==> src/rtl/card_draw_arbiter.sv <==
// Round-robin arbiter sharing one card RNG between N_REQ requesters, with LFSR settle spacing and seed-load sequencing.
// Optional draw counter (draw_cnt port) is compiled in when CARD_DRAW_STATS_EN is defined.
module card_draw_arbiter #(
  parameter int          N_REQ         = 2,
  parameter int          SETTLE_CYCLES = 3,
  parameter logic [15:0] SEED_DEFAULT  = 16'hACE1
) (
  input  logic             clk,
  input  logic             rst,
  input  logic [N_REQ-1:0] req,
  input  logic             seed_req,
  input  logic [15:0]      seed_in,
  input  logic [4:0]       card_val,
  output logic             lfsr_load,
  output logic [15:0]      lfsr_seed,
  output logic [N_REQ-1:0] gnt,
  output logic [4:0]       card_out,
  output logic             card_vld,
  output logic             busy
`ifdef CARD_DRAW_STATS_EN
  ,
  output logic [15:0]      draw_cnt
`endif
);

  localparam int PW = (N_REQ > 1) ? $clog2(N_REQ) : 1;
  localparam int CW = (SETTLE_CYCLES > 1) ? $clog2(SETTLE_CYCLES) : 1;
  localparam logic [CW-1:0] CNT_INIT = CW'(SETTLE_CYCLES - 1);
  localparam logic [PW-1:0] LAST_IDX = PW'(N_REQ - 1);

  typedef enum logic [1:0] {IDLE, SEED, SETTLE, DEAL} state_t;

  state_t           state, state_nxt;
  logic [CW-1:0]    cnt, cnt_nxt;
  logic [PW-1:0]    rr_ptr, rr_nxt;
  logic [PW-1:0]    owner, owner_nxt;
  logic [N_REQ-1:0] gnt_nxt;
  logic [4:0]       card_out_nxt;
  logic             card_vld_nxt;
  logic             load_nxt;
  logic [15:0]      seed_nxt;

  logic [PW-1:0]    pick;
  logic             pick_vld;
  int               idx;
  logic             card_ok;
  logic             owner_holds;

  // First set request at or after rr_ptr, scanning circularly.
  always_comb begin
    pick     = '0;
    pick_vld = 1'b0;
    idx      = 0;
    for (int i = 0; i < N_REQ; i++) begin
      idx = int'(rr_ptr) + i;
      if (idx >= N_REQ) idx = idx - N_REQ;
      if (!pick_vld && req[idx[PW-1:0]]) begin
        pick_vld = 1'b1;
        pick     = idx[PW-1:0];
      end
    end
  end

  assign card_ok     = (card_val >= 5'd2) && (card_val <= 5'd11);
  assign owner_holds = |(req & gnt);

  always_comb begin
    // NOTE: every output of this block gets a default first, so no path can infer a latch.
    state_nxt    = state;
    cnt_nxt      = cnt;
    rr_nxt       = rr_ptr;
    owner_nxt    = owner;
    gnt_nxt      = gnt;
    card_out_nxt = card_out;
    card_vld_nxt = 1'b0;
    load_nxt     = lfsr_load;
    seed_nxt     = lfsr_seed;

    unique case (state)
      IDLE: begin
        if (seed_req) begin
          seed_nxt  = seed_in;
          load_nxt  = 1'b1;
          state_nxt = SEED;
        end else if (pick_vld) begin
          gnt_nxt   = N_REQ'(1) << pick;
          owner_nxt = pick;
          cnt_nxt   = CNT_INIT;
          state_nxt = SETTLE;
        end
      end
      SEED: begin
        load_nxt  = 1'b0;
        seed_nxt  = SEED_DEFAULT;
        gnt_nxt   = '0;
        cnt_nxt   = CNT_INIT;
        state_nxt = SETTLE;
      end
      SETTLE: begin
        if (gnt == '0) begin
          // Settle after a seed load: no owner, just burn the shifts.
          if (cnt != '0) cnt_nxt = cnt - 1'b1;
          else           state_nxt = IDLE;
        end else if (!owner_holds) begin
          gnt_nxt   = '0;
          state_nxt = IDLE;
        end else if (cnt != '0) begin
          cnt_nxt = cnt - 1'b1;
        end else if (card_ok) begin
          card_out_nxt = card_val;
          card_vld_nxt = 1'b1;
          state_nxt    = DEAL;
        end
      end
      DEAL: begin
        gnt_nxt   = '0;
        rr_nxt    = (owner == LAST_IDX) ? '0 : owner + 1'b1;
        state_nxt = IDLE;
      end
      default: state_nxt = IDLE;
    endcase
  end

  // NOTE: state registers use non-blocking assignments so every flop samples pre-edge values.
  always_ff @(posedge clk or posedge rst) begin
    if (rst) begin
      state     <= IDLE;
      cnt       <= '0;
      rr_ptr    <= '0;
      owner     <= '0;
      gnt       <= '0;
      card_out  <= '0;
      card_vld  <= 1'b0;
      lfsr_load <= 1'b0;
      lfsr_seed <= SEED_DEFAULT;
      busy      <= 1'b0;
    end else begin
      state     <= state_nxt;
      cnt       <= cnt_nxt;
      rr_ptr    <= rr_nxt;
      owner     <= owner_nxt;
      gnt       <= gnt_nxt;
      card_out  <= card_out_nxt;
      card_vld  <= card_vld_nxt;
      lfsr_load <= load_nxt;
      lfsr_seed <= seed_nxt;
      busy      <= (state_nxt != IDLE);
    end
  end

`ifdef CARD_DRAW_STATS_EN
  // Counts delivered cards only; wraps naturally at 16 bits.
  always_ff @(posedge clk or posedge rst) begin
    if (rst)               draw_cnt <= '0;
    else if (card_vld_nxt) draw_cnt <= draw_cnt + 16'd1;
  end
`endif

endmodule

==> config.mk <==
export PLATFORM = sky130hd
export DESIGN_NAME = card_draw_arbiter
export DESIGN_NICKNAME = d
export VERILOG_FILES = /design/src/rtl/card_draw_arbiter.sv
export SDC_FILE = /design/constraint.sdc
export NUM_CORES = 1
export LEC_CHECK = 0
export ABC_AREA = 1
export BUFFER_PORTS_ARGS = -buffer_cell sky130_fd_sc_hd__buf_2
export CORE_MARGIN = 2
export CORE_UTILIZATION = 40
export DETAILED_ROUTE_END_ITERATION = 6
export PLACE_DENSITY_LB_ADDON = 0.3
export SYNTH_ARGS = -nofsm -noshare
export SYNTH_HDL_FRONTEND = slang
export SYNTH_SLANG_ARGS = --single-unit
export TNS_END_PERCENT = 30
==> constraint.sdc <==
create_clock -name clk -period 3.7 [get_ports clk]
set_input_delay 0.74 -clock clk [delete_from_list [all_inputs] [get_ports clk]]
set_output_delay 0.74 -clock clk [all_outputs]
set_load 0.02 [all_outputs]
# Yosys cells after proc, flatten, opt, wreduce, memory -nomap -nowiden
# Cells that the tools add are included.
# totals
register_bits	32
in_bits	26
out_inout_bits	26
# classes
add_sub_neg	5
n_lt_le_gt_ge	6
n_eq_ne	9
n_shift	1
muxes	39
n_bitwise	4
n_reduce_logical	16
# op_table
operator	count
2-to-1 mux 2 bit	16
case mux 16 bit (2 select lines)	1
2-to-1 mux 1 bit	17
2-to-1 mux 16 bit	1
case mux 2 bit (3 select lines)	2
!= test 2 bit (second input constant)	5
case mux 2 bit (4 select lines)	1
AND reduction 4 bit	2
nonzero test 2 bit	3
>= comparator 5 x 2 -> 1 bit (second input constant)	1
<= comparator 5 x 4 -> 1 bit (second input constant)	1
AND reduction 5 bit	1
equality test 2 bit (second input constant)	2
logical NOT 2 bit	2
less-than comparator 1 x 2 -> 1 bit (second input constant)	2
OR reduction 2 bit	2
!= test 3 bit (second input constant)	1
NOT 1 bit	3
AND reduction 3 bit	1
nonzero test 3 bit	1
adder 1 x 1 -> 2 bit (second input constant)	1
AND 2 bit	1
equality test 2 x 1 -> 1 bit (second input constant)	1
>= comparator 1 x 2 -> 1 bit (second input constant)	1
9 further kinds	11

# Logic depth before layout (Yosys ltp)
# Gate-level depths: netlist of the first run.
# depth
word_depth	12
depth_mapped	8

# Least setup slack after synthesis of the first run
# OpenSTA, ideal clock, no wires.
# synth_path
path_type	input -> register
from	input req[0]
to	register busy
setup_time_ns	0.122
arrival_ns	1.238
required_time_ns	3.578
slack_ns	2.340
path_stages	6
path_buffers	0
path_cell_list	nand2_1 -> nand2_1 -> nand2_2 -> nand2_1 -> a21oi_1 -> nand2_1
# synth_via
elab_chain_len	10
elab_cells_between_ends	16
classes_between	11 x mux; 1 x bitwise; 4 x reduce/logical
# synth_lines
element	line_no	rtl
start: declaration	10	input logic [N_REQ-1:0] req,
2-to-1 mux 1 bit (not written as such) (2 in series)	57	if (!pick_vld && req[idx[PW-1:0]]) begin
2-to-1 mux 1 bit	57	
logical NOT 1 bit	57	
logical AND 1 bit	57	
2-to-1 mux 1 bit	57	
2-to-1 mux 2 bit	85	end else if (pick_vld) begin
2-to-1 mux 2 bit	81	if (seed_req) begin
case mux 2 bit (4 select lines) *	79	unique case (state)
nonzero test 2 bit *	147	busy <= (state_nxt != IDLE);
end signal: assignment	147	
end: declaration	19	output logic busy
# Mark *: on every way between the ends. The rest lies on a longest branch, timed or not. The select of a mux whose other input is x is not followed.
# A chain may end at the register's enable or synchronous reset.

# Worst setup path after layout of the first run
# layout_path
from	register lfsr_seed[5]
to	output lfsr_seed[5]
# layout_lines
element	line_no	rtl
start: declaration	15	output logic [15:0] lfsr_seed,
start signal: assignment	146	lfsr_seed <= seed_nxt;
# No word-level cell between the ends.

==> qor_table.md, run 1 <==
| Result | Value | Unit |
|:---|:---|:---|
| Final clock skew | 0.0141 | ns |
| Global route total overflow | 0 | - |
| Share of the synthesized area in the top cell type | 42.4 | % |
| Top FF cell, synth | sky130_fd_sc_hd__dfrtp_1 | - |
| DRC violations left | 0 | - |
| Worst setup slack after layout | 1.94 | ns |
| Avg Cell Area, Syn | 8.44 | um^2 |
| Placer Congestion | 0.742 | - |
| Fraction of synthesis flops using an asynchronous set or reset pin | 100 | % |
| Register clock-pin slew on the reported worst setup and hold paths | 0.09 | ns |
| Worst-case register-to-register setup slack | 2.31 | ns |
| Total setup buffers inserted after CTS | 0 | - |
| Count leader, synth | sky130_fd_sc_hd__nand2_1 | - |
| Setup tns final | 0 | ns |
| First-pass iteration count of the detailed router | 4 | - |
| Endpoint required time on the critical path | 2.96 | ns |
| Yosys cell types | 20 | - |
| Final routed wire length divided by cell count | 10.7 | um |
| Hold path depth | 1 | - |
| Final HPWL from detailed placement | 2170 | um |
| Final worst path period share | 47.7 | % |
| Total of warnings raised by yosys | 0 | - |
| Cell taking the most area after synthesis | sky130_fd_sc_hd__dfrtp_1 | - |
| Final net count | 252 | - |
| Via density per instance | 4.45 | - |
| Number of global-route vias before repair | 1158 | - |
| Number of cells in the finished layout apart from fillers | 272 | - |
| Maximum buffer depth of the clock tree | 2 | - |
| Cell area power density | 880 | mW/mm^2 |
| Hold Buf Count CTS | 0 | - |
| Crit-path slowest cell | sky130_fd_sc_hd__dfstp_2 | - |
| Horizontal extent of the die | 63.5 | um |
| Die area | 0.00404 | mm^2 |
| Achievable Freq | 0.567 | GHz |
| Sequential share of the synthesized area | 57.2 | % |
| Post-synth top cells | 75 x sky130_fd_sc_hd__nand2_1, 24 x sky130_fd_sc_hd__dfrtp_1, 16 x sky130_fd_sc_hd__inv_1 | - |
| Count of filler cells inserted in the layout | 360 | - |
| Layout area overhead | 26.7 | % |
| Proportion of layout cells with a drive suffix above 1 | 34.1 | % |
| Largest incremental delay on the critical path | 0.54 | ns |
| Count of vias placed by the detailed router | 1211 | - |
| Post-layout instance area | 0.00180 | mm^2 |
| Cells along the critical path | buf_2 | - |
| Core area | 0.00336 | mm^2 |
| Worst hold path startpoint | owner | - |
| WP data arrival | 1.02 | ns |
| Clock latency of the later-clocked register in the worst-skew pair | 0.33 | ns |
| Number of enable flip-flop cells after synthesis | 0 | - |
| Largest net degree at the start of global routing | 31 | - |
| Global-route wire length before repair | 5040 | um |
| Number of I/O pins | 52 | - |
| Total GRT Usage | 16.3 | % |
| Fin. Hold Viols | 0 | - |
| Vertical die dimension | 63.5 | um |
| Post-Syn Instances | 168 | - |
| Starting density of the core | 42.2 | % |
| Seq cells post-synth | 32 | - |
| Worst-margin pin slew | 1.07 | ns |
| Worst hold slack after final layout | 0.468 | ns |
| Worst slew margin relative to its limit | 28.5 | % |
| Min-delay worst type | reg2reg | - |
| Post-Synthesis Net Count | 195 | - |
| DR iter-0 viols | 28 | - |
| P_leak | 1.04 | nW |
| Count of max-cap constraint violations | 0 | - |
| Antenna violations before repair | 0 | - |
| Cell Area, Synth | 0.00142 | mm^2 |
| Number of placed instances with taps included | 264 | - |
| Max Slew Vio Count | 0 | - |
| Worst reg2reg path startpoint | state[0] | - |
| Startpoint Class | flip-flop | - |
| Standard cell area after detailed placement | 0.00172 | mm^2 |
| Critical path fanouts, max | 2 | - |
| Sort of element at the end of the critical path | output pin | - |
| Antenna fix cells | 0 | - |
| Worst VDD drop | 0.451 | mV |
| Buf+Inv Stages, Crit Path | 1 | - |
| Count of standard-cell rows | 21 | - |
| Antenna viol nets, final | 0 | - |
| Top area cells in the synthesized netlist | sky130_fd_sc_hd__dfrtp_1 42%, sky130_fd_sc_hd__nand2_1 20%, sky130_fd_sc_hd__dfstp_2 15%, sky130_fd_sc_hd__inv_1 4.2%, sky130_fd_sc_hd__nand3_1 3.2% | - |
| Clock tree from TritonCTS | yes | - |
| CTS root buf | sky130_fd_sc_hd__clkbuf_4 | - |
| Final worst path period need | 1.76 | ns |
| Worst r2r dst | lfsr_seed[10] | - |
| Detailed Route WL | 2900 | um |
| Final count of negative-setup-slack endpoints | 0 | - |
| Worst Hold End | rr_ptr | - |
| Num CTS Buffers | 5 | - |
| Setup slack at placement | 1.87 | ns |
| Total clock sinks | 32 | - |
| Resized cells post-CTS | 0 | - |
| Worst setup path category | reg2out | - |
| Count of input and output buffers | 51 | - |
| Area of combinational cells with multiple inputs | 510 | um^2 |
| Setup repair after global routing missed its margin | false | - |
| H-Tree Level Count | 2 | - |
| Dominant delay contributor by cell family on the critical path | flip-flops | - |
| Outcome | completed | - |
| Sequential Area | 811 | um^2 |
| Reg2reg path depth | 5 | - |
[state kept, by name (all words and copies together) (netlist names)]
signal     flops
lfsr_seed     16
card_out       5
cnt            2
gnt            2
state          2
busy           1
card_vld       1
lfsr_load      1
owner          1
rr_ptr         1
[layer usage]
metal	share of wire (%)	track usage [%]	vias to the layer above
li1	-	-	633
met1	47	20.1	535
met2	45	26.1	38
met3	6.7	5.89	5
met4	1.9	6.52	0
met5	0	0	-
[report_power, final]
| part | internal [mW] | total [mW] | switching [mW] |
|---|---|---|---|
| Sequential | 0.534 | 0.630 | 0.0953 |
| Combinational | 0.236 | 0.693 | 0.458 |
| Clock | 0.142 | 0.258 | 0.116 |
[final cells by class]
cell class,count,share of cell area [%]
clock inverters,2,1.95
clock buffers,6,2.30
flip-flops and latches,32,45.2
inverters,20,4.32
repair buffers,52,14.6
multi-input cells,114,28.4
well taps,46,3.21
[cells in the final DEF (no fill, tap or decap), drive strengths merged]
cell type	instances
a21oi	2
a31oi	1
buf	52
bufinv	1
clkbuf	6
clkinv	1
dfrtp	24
dfstp	8
ha	1
inv	20
nand2	78
nand3	9
nand4	4
nor2	14
o21ai	2
o22a	3
[through the flow]
stage | power, mW | util [%]
CTS | 1.60 | 53.4
global route | 1.72 | 53.4
global placement | 1.33 | 51.1
detailed placement | 1.34 | 51.1
floorplan | 1.13 | -
finish | 1.58 | 53.4
[worst max-delay path by stage]
stage / startpoint / slack (ns) / depth (start not counted) / end
6_report: lfsr_seed[5] / 1.94 / 1 / lfsr_seed[5]
5_1_grt: lfsr_seed[5] / 1.87 / 1 / lfsr_seed[5]
4_1_cts: lfsr_seed[5] / 1.91 / 1 / lfsr_seed[5]
3_5_place_dp: rst / 1.87 / 3 / lfsr_seed[0]
3_3_place_gp: rst / 1.87 / 3 / lfsr_seed[0]
2_1_floorplan: rst / 2.28 / 1 / busy
[cell families after synthesis]
group / after synthesis / synth area share, %
and+or+nand+nor: 105 / 31.4
buffers and inverters: 22 / 6.80
adders and majority gates: 1 / 0.882
AOI/OAI and AO/OA: 8 / 3.71
DFF: 32 / 57.2
No activity file was read; power rests on OpenSTA's default activity.
==> run 2: changes to the inputs <==
--- a/config.mk
+++ b/config.mk
@@ -5,7 +5,7 @@
 export SDC_FILE = /design/constraint.sdc
 export NUM_CORES = 1
 export LEC_CHECK = 0
-export ABC_AREA = 1
+export ABC_AREA = 0
 export BUFFER_PORTS_ARGS = -buffer_cell sky130_fd_sc_hd__buf_2
 export CORE_MARGIN = 2
 export CORE_UTILIZATION = 40
==> constraint.sdc (replaced) <==
create_clock -name clk -period 1.66 [get_ports clk]
set_input_delay 0.332 -clock clk [delete_from_list [all_inputs] [get_ports clk]]
set_output_delay 0.332 -clock clk [all_outputs]
set_load 0.02 [all_outputs]
==> qor_table.md, run 2 <==
| Result | Value | Unit | vs previous |
|:---|:---|:---|:---|
| Outcome | completed | - |  |
| Layout area overhead | 26.5 | % |  |
| Endpoint required time on the critical path | 1.88 | ns | -1.08 ns |
| Worst r2r dst | card_out[1] | - |  |
| Final net count | 226 | - | -10% |
| Commonest non-fill, non-tap cells in the layout | 51 x sky130_fd_sc_hd__buf_2, 41 x sky130_fd_sc_hd__nand2_1, 24 x sky130_fd_sc_hd__dfrtp_1 | - |  |
| Sequential share of the synthesized area | 56.1 | % | -1.1 points |
| Top FF cell, synth | sky130_fd_sc_hd__dfrtp_1 | - |  |
| Seq cells post-synth | 32 | - | unchanged |
| Fin. Hold Viols | 0 | - | unchanged |
| Number of I/O pins | 52 | - | unchanged |
| Total setup buffers inserted after CTS | 0 | - | unchanged |
| Compound-gate portion of the synthesized area | 10.8 | % | +7.1 points |
| Final worst path period need | 1.55 | ns |  |
| Worst reg2reg path startpoint | cnt[0] | - |  |
| Yosys cell types | 36 | - | +80% |
| Max reg flops | 16 | - | unchanged |
| Count of standard-cell rows | 21 | - | unchanged |
| Antenna fix cells | 0 | - | unchanged |
| Resized cells post-CTS | 0 | - | unchanged |
| Worst setup path category | reg2reg | - |  |
| Core area | 0.00342 | mm^2 | +1.6% |
| Post-synthesis share of cell area spent on full adders, half adders and majority gates | 0.865 | % | -0.018 points |
| Achievable Freq | 0.644 | GHz |  |
| Largest net degree at the start of global routing | 33 | - | +6.5% |
| Final routed wire length divided by cell count | 12.9 | um | +21% |
| Register clock-pin slew on the reported worst setup and hold paths | 0.10 | ns | about the same |
| Max Slew Vio Count | 0 | - | unchanged |
| H-Tree Level Count | 2 | - | unchanged |
| Number of global-route vias before repair | 1085 | - | -6.3% |
| Antenna violations before repair | 0 | - | unchanged |
| Simple-gate share of the synthesized area | 24.0 | % | -7.5 points |
| Post-synth top cells | 41 x sky130_fd_sc_hd__nand2_1, 24 x sky130_fd_sc_hd__dfrtp_1, 13 x sky130_fd_sc_hd__nand3_1 | - |  |
| Global route total overflow | 0 | - | unchanged |
| CTS root buf | sky130_fd_sc_hd__clkbuf_4 | - |  |
| Post-Synthesis Net Count | 170 | - | -13% |
| Largest registers | lfsr_seed (16), card_out (5) | - |  |
| Count of vias placed by the detailed router | 1224 | - | +1.1% |
| DRC violations left | 0 | - | unchanged |
| Sort of element at the end of the critical path | flip-flop | - |  |
| Post-layout instance area | 0.00183 | mm^2 | +1.9% |
| WP data arrival | 1.77 | ns | +0.75 ns |
| Worst-case register-to-register setup slack | 0.11 | ns | -2.20 ns |
| Share of the synthesized area in the top cell type | 41.5 | % | -0.84 points |
| Dominant combinational cell family by area after synthesis | simple AND/OR/NAND/NOR gates | - |  |
| DR iter-0 viols | 45 | - | +61% |
| Area of combinational cells with multiple inputs | 573 | um^2 | +12% |
| Count of max-cap constraint violations | 0 | - | unchanged |
| Count of filler cells inserted in the layout | 325 | - | -9.7% |
| Horizontal extent of the die | 64.1 | um | +0.94% |
| Placer Congestion | 0.801 | - | +8.0% |
| Synth Area in XOR/XNOR | 0 | % | unchanged |
| Min-delay worst type | in2async | - |  |
| Start point of the critical path | cnt[0] | - |  |
| Cell area power density | 1920 | mW/mm^2 | +120% |
| Startpoint Class | flip-flop | - |  |
| Number of enable flip-flop cells after synthesis | 0 | - | unchanged |
| Count of input and output buffers | 51 | - | unchanged |
| Clock latency of the later-clocked register in the worst-skew pair | 0.33 | ns | about the same |
| Detailed Route WL | 3180 | um | +9.6% |
| Total GRT Usage | 16.6 | % | +0.20 points |
| Total of warnings raised by yosys | 0 | - | unchanged |
| Most common cell after layout, fill and taps aside | sky130_fd_sc_hd__buf_2 | - |  |
| Count leader, synth | sky130_fd_sc_hd__nand2_1 | - |  |
| Cell Area, Synth | 0.00145 | mm^2 | +2.0% |
| Worst-margin pin slew | 0.584 | ns | -0.487 ns |
| Post-Syn Instances | 143 | - | -15% |
| Maximum buffer depth of the clock tree | 2 | - | unchanged |
| Total clock sinks | 32 | - | unchanged |
| Final clock skew | 0.00735 | ns | -0.00677 ns |
| Starting density of the core | 42.3 | % | +0.19 points |
| Clock tree from TritonCTS | yes | - |  |
| Cell taking the most area after synthesis | sky130_fd_sc_hd__dfrtp_1 | - |  |
| Vertical die dimension | 64.1 | um | +0.94% |
| Top area cells in the synthesized netlist | sky130_fd_sc_hd__dfrtp_1 42%, sky130_fd_sc_hd__dfstp_2 15%, sky130_fd_sc_hd__nand2_1 11%, sky130_fd_sc_hd__nand3_1 4.5%, sky130_fd_sc_hd__mux2_2 3.1% | - |  |
| Reg with most FFs | lfsr_seed | - |  |
| Num CTS Buffers | 5 | - | unchanged |
| P_leak | 0.973 | nW | -6.3% |
| Sequential Area | 811 | um^2 | unchanged |
| Worst slew margin relative to its limit | 61.1 | % | +33 points |
| Avg Cell Area, Syn | 10.1 | um^2 | +20% |
| Global-route wire length before repair | 5170 | um | +2.5% |
| Critical path fanouts, max | 8 | - | +6 |
| Via density per instance | 4.98 | - | +12% |
| Die area | 0.00411 | mm^2 | +1.9% |
| Final count of negative-setup-slack endpoints | 0 | - | unchanged |
| Proportion of layout cells with a drive suffix above 1 | 40.0 | % | +5.9 points |
| Worst VDD drop | 0.775 | mV | +72% |
| Antenna viol nets, final | 0 | - | unchanged |
| First-pass iteration count of the detailed router | 4 | - | unchanged |
| Setup tns final | 0 | ns | unchanged |
| Portion of netlist area occupied by mux cells | 3.81 | % | +3.8 points |
| Final worst path period share | 93.5 | % |  |
| Setup repair after global routing missed its margin | false | - |  |
| Fraction of synthesis flops using an asynchronous set or reset pin | 100 | % | unchanged |
| Reg2reg path depth | 5 | - | unchanged |
| Final HPWL from detailed placement | 2350 | um | +8.2% |
| Hold Buf Count CTS | 0 | - | unchanged |
| Standard cell area after detailed placement | 0.00175 | mm^2 | +1.8% |
-- run 2: cell types whose count changed after synthesis, moves of 3 or more --
cell                      before  now
sky130_fd_sc_hd__nand2_1      75   41
sky130_fd_sc_hd__inv_1        16    7
sky130_fd_sc_hd__mux2_2        0    4
sky130_fd_sc_hd__o21ai_0       2    7
sky130_fd_sc_hd__o22a_1        3    0
sky130_fd_sc_hd__inv_2         3    0
sky130_fd_sc_hd__buf_2         0    4
sky130_fd_sc_hd__nor2_1       11    2
sky130_fd_sc_hd__nand3_1       9   13
-- run 2: through the flow --
step	power [mW]	instances	hold slack, ns	utilization, %	setup WS [ns]
global route	3.76	246	0.0642	53.6	0.0153
detailed placement	2.95	238	0.436	51.2	0.112
global placement	2.90	238	0.425	51.2	0.168
finish	3.51	246	0.0578	53.6	0.107
floorplan	2.47	143	0.415	-	0.236
CTS	3.53	246	0.0611	53.5	0.0935
-- run 2: worst max-delay path by stage --
stage                         end  depth (start not counted)
floorplan             card_out[0]                          5
global placement      card_out[1]                          5
detailed placement    card_out[3]                          5
CTS                   card_out[1]                          5
global route        lfsr_seed[13]                          3
finish                card_out[1]                          5
-- run 2: power by group --
| part | switching, mW | internal (mW) | total (mW) | leakage [nW] |
|---|---|---|---|---|
| Combinational | 0.947 | 0.579 | 1.53 | 0.542 |
| Clock | 0.263 | 0.315 | 0.578 | 0.0422 |
| Sequential | 0.217 | 1.19 | 1.41 | 0.390 |
| Total | 1.43 | 2.08 | 3.51 | 0.973 |
-- run 2: cell families after synthesis --
group	count (synthesis)
AO/OA/AOI/OAI	22
flip-flops	32
adder cells (fa/ha/maj)	1
multiplexers	5
AND/OR/NAND/NOR	70
buffers and inverters	13
-- run 2: final cells by class --
class,instances,share of cell area [%]
clock inverters,2,1.92
flip-flops and latches,32,44.3
inverters,7,1.44
clock buffers,6,2.26
repair buffers,55,15.6
multi-input cells,98,31.3
well taps,46,3.15
-- run 2: metal layers --
layer / global-route usage (%) / share of wire (%) / vias to the layer above
met2: 27.2 / 50 / 35
met5: 0 / 0 / -
met4: 5.59 / 1.4 / 0
met1: 20.1 / 43 / 581
li1: - / - / 603
met3: 5.99 / 6.1 / 5
-- run 2: critical path, cell delays in order (launching register included) --
cell,delay (ns)
sky130_fd_sc_hd__dfrtp_1,0.41
sky130_fd_sc_hd__inv_1,0.09
sky130_fd_sc_hd__ha_2,0.20
sky130_fd_sc_hd__and4bb_2,0.26
sky130_fd_sc_hd__nand4_4,0.16
sky130_fd_sc_hd__mux2_2,0.31
